File: src/rtl/ram_dump_reader.sv
// ram_dump_reader
//
// Walks a contiguous range of RAM words through a combinational read port.
// Each word is split into bytes, most significant byte first, and streamed
// to a byte transmitter over a valid/ready handshake. The block is used to
// dump program or data memory back to the host.
//
// Ports:
//   i_clock          rising-edge clock
//   i_reset_n        asynchronous active-low reset, clears all state
//   i_start          start command, accepted only while idle
//   i_base_address   first word address, latched on an accepted start
//   i_word_count     number of words to dump (0 .. 2^NB_ADDR), latched on start
//   o_read_enable    RAM read enable, high only in the fetch cycle
//   o_read_address   RAM read address (current address register)
//   i_read_data      RAM read data, valid in the same cycle as the address
//   o_tx_data        byte presented to the transmitter
//   o_tx_valid       byte available
//   i_tx_ready       transmitter accepts the byte
//   o_busy           high whenever a dump is in progress
//   o_done           one-cycle pulse when a dump completes
module ram_dump_reader #(
  parameter int NB_DATA = 16,
  parameter int NB_ADDR = 10,
  parameter int NB_BYTE = 8
) (
  input  logic               i_clock,
  input  logic               i_reset_n,
  input  logic               i_start,
  input  logic [NB_ADDR-1:0] i_base_address,
  input  logic [NB_ADDR:0]   i_word_count,
  output logic               o_read_enable,
  output logic [NB_ADDR-1:0] o_read_address,
  input  logic [NB_DATA-1:0] i_read_data,
  output logic [NB_BYTE-1:0] o_tx_data,
  output logic               o_tx_valid,
  input  logic               i_tx_ready,
  output logic               o_busy,
  output logic               o_done
);

  localparam int NB_BYTES = NB_DATA / NB_BYTE;
  localparam int NB_IDX   = (NB_BYTES > 1) ? $clog2(NB_BYTES) : 1;

  localparam logic [NB_IDX-1:0]  IDX_ONE  = NB_IDX'(1);
  localparam logic [NB_IDX-1:0]  IDX_LAST = NB_IDX'(NB_BYTES - 1);
  localparam logic [NB_ADDR-1:0] ADDR_ONE = NB_ADDR'(1);
  localparam logic [NB_ADDR:0]   CNT_ZERO = '0;
  localparam logic [NB_ADDR:0]   CNT_ONE  = (NB_ADDR + 1)'(1);

  typedef enum logic [1:0] {
    S_IDLE  = 2'd0,
    S_FETCH = 2'd1,
    S_SEND  = 2'd2,
    S_DONE  = 2'd3
  } state_t;

  state_t              state_q, state_d;
  logic [NB_ADDR-1:0]  addr_q, addr_d;
  logic [NB_ADDR:0]    remaining_q, remaining_d;
  logic [NB_DATA-1:0]  word_q, word_d;
  logic [NB_IDX-1:0]   byte_idx_q, byte_idx_d;

  logic tx_fire;
  logic last_byte;

  // Outputs are pure register decodes, so i_tx_ready only matters at the edge.
  assign tx_fire   = (state_q == S_SEND) && i_tx_ready;
  assign last_byte = (byte_idx_q == IDX_LAST);

  // State register
  always_ff @(posedge i_clock or negedge i_reset_n) begin
    if (!i_reset_n) begin
      state_q <= S_IDLE;
    end else begin
      state_q <= state_d;
    end
  end

  // Next-state logic
  always_comb begin
    state_d = state_q;
    case (state_q)
      S_IDLE: begin
        if (i_start) begin
          state_d = (i_word_count == CNT_ZERO) ? S_DONE : S_FETCH;
        end
      end
      S_FETCH: state_d = S_SEND;
      S_SEND: begin
        if (tx_fire && last_byte) begin
          state_d = (remaining_q == CNT_ONE) ? S_DONE : S_FETCH;
        end
      end
      S_DONE:  state_d = S_IDLE;
      default: state_d = S_IDLE;
    endcase
  end

  // Datapath next-state: address, word counter, byte shifter
  always_comb begin
    addr_d      = addr_q;
    remaining_d = remaining_q;
    word_d      = word_q;
    byte_idx_d  = byte_idx_q;
    case (state_q)
      S_IDLE: begin
        if (i_start) begin
          addr_d      = i_base_address;
          remaining_d = i_word_count;
        end
      end
      S_FETCH: begin
        word_d     = i_read_data;
        byte_idx_d = '0;
      end
      S_SEND: begin
        if (tx_fire) begin
          if (!last_byte) begin
            word_d     = word_q << NB_BYTE;
            byte_idx_d = byte_idx_q + IDX_ONE;
          end else begin
            remaining_d = remaining_q - CNT_ONE;
            // Address advances only when another word follows; the natural
            // overflow of the register gives the wrap to address 0.
            if (remaining_q != CNT_ONE) begin
              addr_d = addr_q + ADDR_ONE;
            end
          end
        end
      end
      default: ;
    endcase
  end

  always_ff @(posedge i_clock or negedge i_reset_n) begin
    if (!i_reset_n) begin
      addr_q      <= '0;
      remaining_q <= '0;
      word_q      <= '0;
      byte_idx_q  <= '0;
    end else begin
      addr_q      <= addr_d;
      remaining_q <= remaining_d;
      word_q      <= word_d;
      byte_idx_q  <= byte_idx_d;
    end
  end

  // Output decode
  always_comb begin
    o_read_enable  = (state_q == S_FETCH);
    o_read_address = addr_q;
    o_tx_valid     = (state_q == S_SEND);
    // The word register only shifts on a transfer, so the byte holds under
    // backpressure without extra storage.
    o_tx_data      = word_q[NB_DATA-1 -: NB_BYTE];
    o_busy         = (state_q != S_IDLE);
    o_done         = (state_q == S_DONE);
  end

endmodule

File: config.mk
export PLATFORM = sky130hd
export DESIGN_NAME = ram_dump_reader
export DESIGN_NICKNAME = d
export VERILOG_FILES = /design/src/rtl/ram_dump_reader.sv
export SDC_FILE = /design/constraint.sdc
export NUM_CORES = 1
export LEC_CHECK = 0
export ABC_AREA = 1
export CAP_MARGIN = 15
export CORE_AREA = 2 2 78 80
export CTS_BUF_LIST = sky130_fd_sc_hd__clkbuf_16
export DETAILED_ROUTE_END_ITERATION = 10
export DIE_AREA = 0 0 80 82
export GPL_ROUTABILITY_DRIVEN = 1
export HOLD_SLACK_MARGIN = 0.08
export PLACE_DENSITY = 0.76
export SLEW_MARGIN = 30
export SYNTH_ARGS = -nofsm -noshare
export SYNTH_HDL_FRONTEND = slang
export SYNTH_SLANG_ARGS = --single-unit
File: constraint.sdc
create_clock -name i_clock -period 1.3 [get_ports i_clock]
set_input_delay 0.195 -clock i_clock [delete_from_list [all_inputs] [get_ports i_clock]]
set_output_delay 0.195 -clock i_clock [all_outputs]
set_load 0.01 [all_outputs]
==> flow_summary.json, run 1 <==
{
  "run_status": "finished, violations left",
  "failed_checks": "negative setup slack",
  "proportion_of_layout_cells_with_a_drive_suffix_above_1_pct": 30.2,
  "chain_of_cells_forming_the_critical_path": "inv_2, ha_4, nand2_2, nor2_2, nand3_2, nand2_4, buf_6, nor2_1, nand2_1, nand2_1",
  "grtUsageMet1_pct": 25.3,
  "grt_first_pass_wirelength_um": 11600,
  "post_synth_edffs": 0,
  "endpoint_kind": "flip-flop",
  "cts.reportedPaths.clkPinSlew_ns": 0.06,
  "timing_worst_slew_pin_value_ns": 0.286,
  "ioPinCount": 63,
  "antenna_cells": 0,
  "route.detailed.drc": 0,
  "slew_headroom_pct": 80.9,
  "critPathArrivalTime_ns": 1.64,
  "starting_utilization_of_the_core_area_pct": 43.0,
  "final-setup-viol-count": 41,
  "syn-cell-area_sq_mm": 0.00247,
  "area.growth.synth_to_final_pct": 65.2,
  "final_antenna_net_count": 0,
  "cp_data_required_time_ns": 1.47,
  "die_area_sq_mm": 0.00656,
  "timing.final.crit_share_pct": 113,
  "ir_drop_worst_vdd_uv": 1460,
  "fp.dieW_um": 80,
  "synth.ff_latch_count": 40,
  "fin_worst_skew_ns": 0.00484,
  "placement.io_buffers": 62,
  "sequential_cell_area_sq_mm": 0.00101,
  "ys_dominant_reg_cell": "dfrtp_1",
  "syn_area_per_cell_sq_um": 6.80,
  "critical-path-top-cell-by-count": "nand2_1",
  "post_synth_num_cell_types": 26,
  "global_route.usage.met2_pct": 41.3,
  "design_area_sq_mm": 0.00408,
  "timing.final.hold_violations": 0,
  "setup_slack_ns": -0.172,
  "detailed_place.area_sq_mm": 0.00339,
  "routabilityCongestion": 0.826,
  "synth_cells": 363,
  "cts_tree": "yes",
  "coreArea_sq_mm": 0.00575,
  "synth_seq_area_share_pct": 40.5,
  "cell_family_contributing_the_most_delay_on_the_critical_path": "simple AND/OR/NAND/NOR gates",
  "multi_input_comb_area_sq_mm": 0.00141,
  "grt_setup_unrepaired": "true",
  "class_of_the_most_critical_setup_path": "flip-flop to flip-flop",
  "use_met3_pct": 3.96,
  "max-cap-violations": 0,
  "crit_fanout": 5,
  "routedWlPerCell_um": 14.1,
  "maxSlewViolCount": 0,
  "top_usage_layer": "met2",
  "height_of_the_chip_um": 82,
  "place.detailed.hpwl_um": 4540,
  "synth_nets": 407,
  "detail_route.vias_per_cell": 5.07,
  "p_leak_nw": 1.99,
  "cts.sinks": 40,
  "synth-warning-count": 0,
  "antenna_found_initial": 0,
  "fmax_mhz": 679,
  "n_fill_cell": 437,
  "final_nets": 523,
  "buffer_and_inverter_count_on_the_worst_path": 2,
  "timing.hold.ws_ns": 0.402,
  "power.density_mw_per_mm2": 2560,
  "min_cycle_time_layout_ns": 1.47,
  "clockBufferDepth": 2,
  "routed_wl_um": 7820,
  "critPathSlowestCell": "dfrtp_1",
  "globalRouteOverflowTotal": 0,
  "hold_class": "primary input to asynchronous set/reset pin",
  "grt_max_degree": 41,
  "cts_root_buffer": "clkbuf_16",
  "drt_pre_antenna_iters": 5,
  "grt_pass1_vias": 2732,
  "synth_async_sr_flop_share_pct": 100,
  "drt-initial-drc-count": 155,
  "vias": 2815,
  "highest_cell_delay_on_the_worst_timing_path_ns": 0.40,
  "clk-insertion-delay-late_ns": 0.28,
  "floorplan.rows": 28,
  "groute.usage.overall_pct": 22.3,
  "numCtsBuffers": 5,
  "worst_setup_path_start_kind": "flip-flop",
  "cts_htree_levels": 2
}
==> final timing paths <==
| path | start | depth (start not counted) | slack, ns | to |
|---|---|---|---|---|
| max | remaining_q[1] | 10 | -0.17 | o_read_address[9] |
| min | i_reset_n | 3 | 0.40 | word_q[5] |
| max reg2reg | remaining_q[1] | 10 | -0.17 | o_read_address[9] |
| min reg2reg | word_q[15] | 2 | 0.51 | word_q[15] |
| max in group asynchronous | i_reset_n | 3 | 0.67 | o_read_address[5] |
| min in group i_clock | word_q[15] | 2 | 0.51 | word_q[15] |
==> cell usage after synthesis, types with 2 or more instances <==
master    number  area [sq um]
inv_2          3          11.3
or2_2          2          12.5
buf_4         11          82.6
nand3_1       34           170
ha_1           3          37.5
nand2_2        2          12.5
clkbuf_1       3          11.3
buf_2          4          20.0
o21ai_0       36           180
a21oi_1        7          35.0
o21ai_1        7          35.0
nor2_2         2          12.5
inv_1         47           176
dfrtp_1       40          1000
o21bai_1       2          15.0
nand3b_1       3          22.5
nor2_1        34           128
nand2_1      115           432
==> tightest hold or removal path, stage by stage <==
cell,delay [ns]
dlygate4sd3_1,0.52
buf_2,0.12
buf_12,0.22
==> per-stage QoR <==
stage                     TNS [ns]  instances  setup slack (ns)  util [%]  power, mW
after floorplan                  0        363            0.0125         -       5.14
after global placement       -4.10        520            -0.182      59.0       7.05
after detailed placement     -4.95        520            -0.241      59.0       7.19
after CTS                   -0.508        547           -0.0518      66.7       9.27
after global routing         -5.77        555            -0.210      71.0       11.2
final                        -3.20        555            -0.172      71.0       10.5
==> what timing repair did <==
action,CTS,global route
resized for setup,89,51
endpoints found under the hold margin,40,0
gates cloned,0,4
pin swaps,20,17
hold buffers,1,0
buffers inserted,21,6
endpoints found under the setup margin,49,43
==> cell families after synthesis <==
group           Yosys count  share of synthesized area [%]
compound gates           56                           12.4
simple gates            194                           32.8
fa+ha+maj                 3                           1.52
mux                       1                          0.405
flops                    40                           40.5
buf+inv                  69                           12.4
==> layout make-up <==
| class | instances | area share (%) |
|---|---|---|
| repair buffers | 128 | 29.6 |
| multi-input cells | 254 | 34.5 |
| clock buffers | 5 | 3.07 |
| well taps | 75 | 2.30 |
| clock inverters | 3 | 1.04 |
| inverters | 50 | 4.85 |
| flip-flops and latches | 40 | 24.7 |
==> per-layer routing <==
metal / up-vias / share of wire, %
met2: 96 / 51
met1: 1327 / 40
met3: 26 / 5.4
li1: 1366 / -
met4: 0 / 2.9
met5: - / 0
==> layout by cell type, fill, tap and decap left out, types with 2 or more instances in the layout <==
master / instances
buf_4: 44
nand3b_1: 3
a21oi_2: 2
dlygate4sd2_1: 16
or2_2: 2
o21ai_1: 13
inv_2: 4
nand2_4: 6
clkbuf_16: 7
buf_12: 2
o21bai_1: 2
o21ai_0: 25
nand2_2: 16
nor2_1: 22
buf_2: 4
clkdlybuf4s15_1: 2
nand3_1: 30
inv_4: 2
clkdlybuf4s50_1: 39
o21ai_2: 5
inv_1: 43
a21oi_1: 5
nor2_2: 7
nor2_4: 8
nand2_1: 94
dfrtp_1: 35
ha_4: 2
buf_6: 17
clkinv_4: 2
dfrtp_2: 5
nand3_2: 4
==> power by group <==
part | internal, mW | total, mW | switching (mW)
Sequential | 1.88 | 2.29 | 0.410
Combinational | 3.18 | 6.77 | 3.59
Clock | 0.902 | 1.39 | 0.492
Total | 5.96 | 10.5 | 4.49
==> registers in the layout, indices dropped and copies added, names as in the netlist <==
signal	flops
state_q	2
word_q	16
remaining_q	11
byte_idx_q	1
o_read_address	10
Power figures use the tool's default switching activity.
==> run 2: changes to the inputs <==
Settings changed: CORE_AREA 2 2 78 80 to 3 3 88 74, CTS_CLUSTER_SIZE set to 40, DIE_AREA 0 0 80 82 to 0 0 91 77, PLACE_DENSITY 0.76 to 0.75.
==> flow_summary.json, run 2 (same netlist as run 1, synthesis figures left out) <==
{
  "rr_worst_depth": 6,
  "grt_max_degree": 25,
  "totalPowerFinal_mw": 10.6,
  "ff2ff_setup_slack_ns": -0.14,
  "timing.final.hold_violations": 0,
  "fin_tns_setup_ns": -3.46,
  "numCtsBuffers": 5,
  "drt-initial-drc-count": 227,
  "cp_data_required_time_ns": 1.50,
  "placed_cells_incl_taps": 523,
  "floorplan.rows": 25,
  "regToRegEndpoint": "remaining_q[2]",
  "ioPinCount": 63,
  "class_of_the_most_critical_setup_path": "flip-flop to flip-flop",
  "fp.dieW_um": 91,
  "antenna_found_initial": 0,
  "ir_drop_worst_vdd_uv": 1500,
  "clk-insertion-delay-late_ns": 0.29,
  "slew_headroom_pct": 72.8,
  "coreArea_sq_mm": 0.00576,
  "power.density_mw_per_mm2": 2550,
  "placement.io_buffers": 62,
  "height_of_the_chip_um": 77,
  "cts_tree": "yes",
  "timing_worst_slew_pin_value_ns": 0.408,
  "cts_htree_levels": 2,
  "max-cap-violations": 0,
  "run_status": "finished, violations left",
  "commonest_non_fill_non_tap_cells_in_the_layout": "nand2_1 (95), inv_1 (45), buf_4 (41)",
  "final-setup-viol-count": 39,
  "reg2reg_from": "state_q[0]",
  "vias": 2813,
  "routed_wl_um": 7920,
  "clockBufferDepth": 2,
  "groute.usage.overall_pct": 19.9,
  "detail_route.vias_per_cell": 5.04,
  "route.detailed.drc": 0,
  "grt_pass1_vias": 2529,
  "cts.reportedPaths.clkPinSlew_ns": 0.06,
  "min_cycle_time_layout_ns": 1.44,
  "area.growth.synth_to_final_pct": 67.6,
  "die_area_sq_mm": 0.00701,
  "failed_checks": "negative setup slack",
  "registers.top_by_ff_count": "word_q",
  "antenna_cells": 0,
  "final_nets": 520,
  "multi_input_comb_area_sq_mm": 0.00145,
  "fmax_mhz": 696,
  "fin_worst_skew_ns": 0.00893,
  "sequential_cell_area_sq_mm": 0.00101,
  "final_antenna_net_count": 0,
  "proportion_of_layout_cells_with_a_drive_suffix_above_1_pct": 31.7,
  "endpoint_kind": "flip-flop",
  "worst_setup_path_start_kind": "flip-flop",
  "globalRouteOverflowTotal": 0,
  "post_layout_nonfiller_instances": 558,
  "crit_fanout": 5,
  "maxSlewViolCount": 0,
  "routedWlPerCell_um": 14.2,
  "critPathArrivalTime_ns": 1.64,
  "routabilityCongestion": 0.871,
  "grt_first_pass_wirelength_um": 11500,
  "mostFrequentLayoutCell": "nand2_1",
  "cts_root_buffer": "clkbuf_16",
  "setup_slack_ns": -0.137,
  "timing.final.crit_share_pct": 111,
  "max_reg_flops": 16,
  "grt_setup_unrepaired": "true",
  "starting_utilization_of_the_core_area_pct": 42.9,
  "cts.sinks": 40,
  "place.detailed.hpwl_um": 4660,
  "drt_pre_antenna_iters": 5,
  "p_leak_nw": 2.00,
  "hold_class": "primary input to asynchronous set/reset pin",
  "n_fill_cell": 451
}
run 2: area by class of cell:
type,count,area share (%)
Clock buffer,5,3.02
Clock inverter,3,0.393
Inverter,50,4.90
Multi-Input combinational cell,254,34.9
Sequential cell,40,24.3
Tap cell,81,2.45
Timing Repair Buffer,125,30.0
run 2: metal layers:
layer / wire length, um / GRT usage [%] / part of all wire [%]
met5: 0 / 0 / 0
met4: 163 / 6.48 / 2.1
met3: 397 / 4.12 / 5.0
met2: 3940 / 32.7 / 50
met1: 3420 / 26.4 / 43
run 2: critical path, cell delays in order, from the launching register on:
cell and delay [ns]:
dfrtp_2 0.46, buf_6 0.14, nor2_4 0.21, buf_4 0.17, clkbuf_16 0.13, o21ai_1 0.08
a31oi_1 0.16
run 2: repair_timing:
action	in CTS	in global routing
endpoints found under the setup margin	58	42
setup buffers	14	10
cloned	1	3
pin swaps	15	34
hold endpoints to repair	16	0
gates resized for setup	85	83
hold buffers	1	0
run 2: worst max-delay path by stage:
stage | startpoint | endpoint
finish | state_q[0] | remaining_q[2]
global route | remaining_q[0] | remaining_q[4]
CTS | state_q[0] | o_tx_valid
detailed placement | i_tx_ready | remaining_q[3]
global placement | state_q[0] | o_read_enable
floorplan | o_read_address[0] | o_read_address[2]
run 2: metrics by stage:
step                instance area, sq um  hold WS, ns  worst slack (ns)  util, %
finish                              4140        0.381            -0.137     71.9
global route                        4140        0.409            -0.192     71.9
CTS                                 3770        0.379            -0.102     65.5
detailed placement                  3370        0.144            -0.227     58.6
global placement                    3370        0.146            -0.162     58.6
floorplan                           2480       -0.101            0.0125        -
run 2: report_power, final:
part	leakage, nW	total [mW]	switching [mW]	internal [mW]
sequential	0.487	2.30	0.423	1.88
combinational	1.44	7.05	3.67	3.37
clock	0.0710	1.21	0.507	0.701
total	2.00	10.6	4.60	5.95
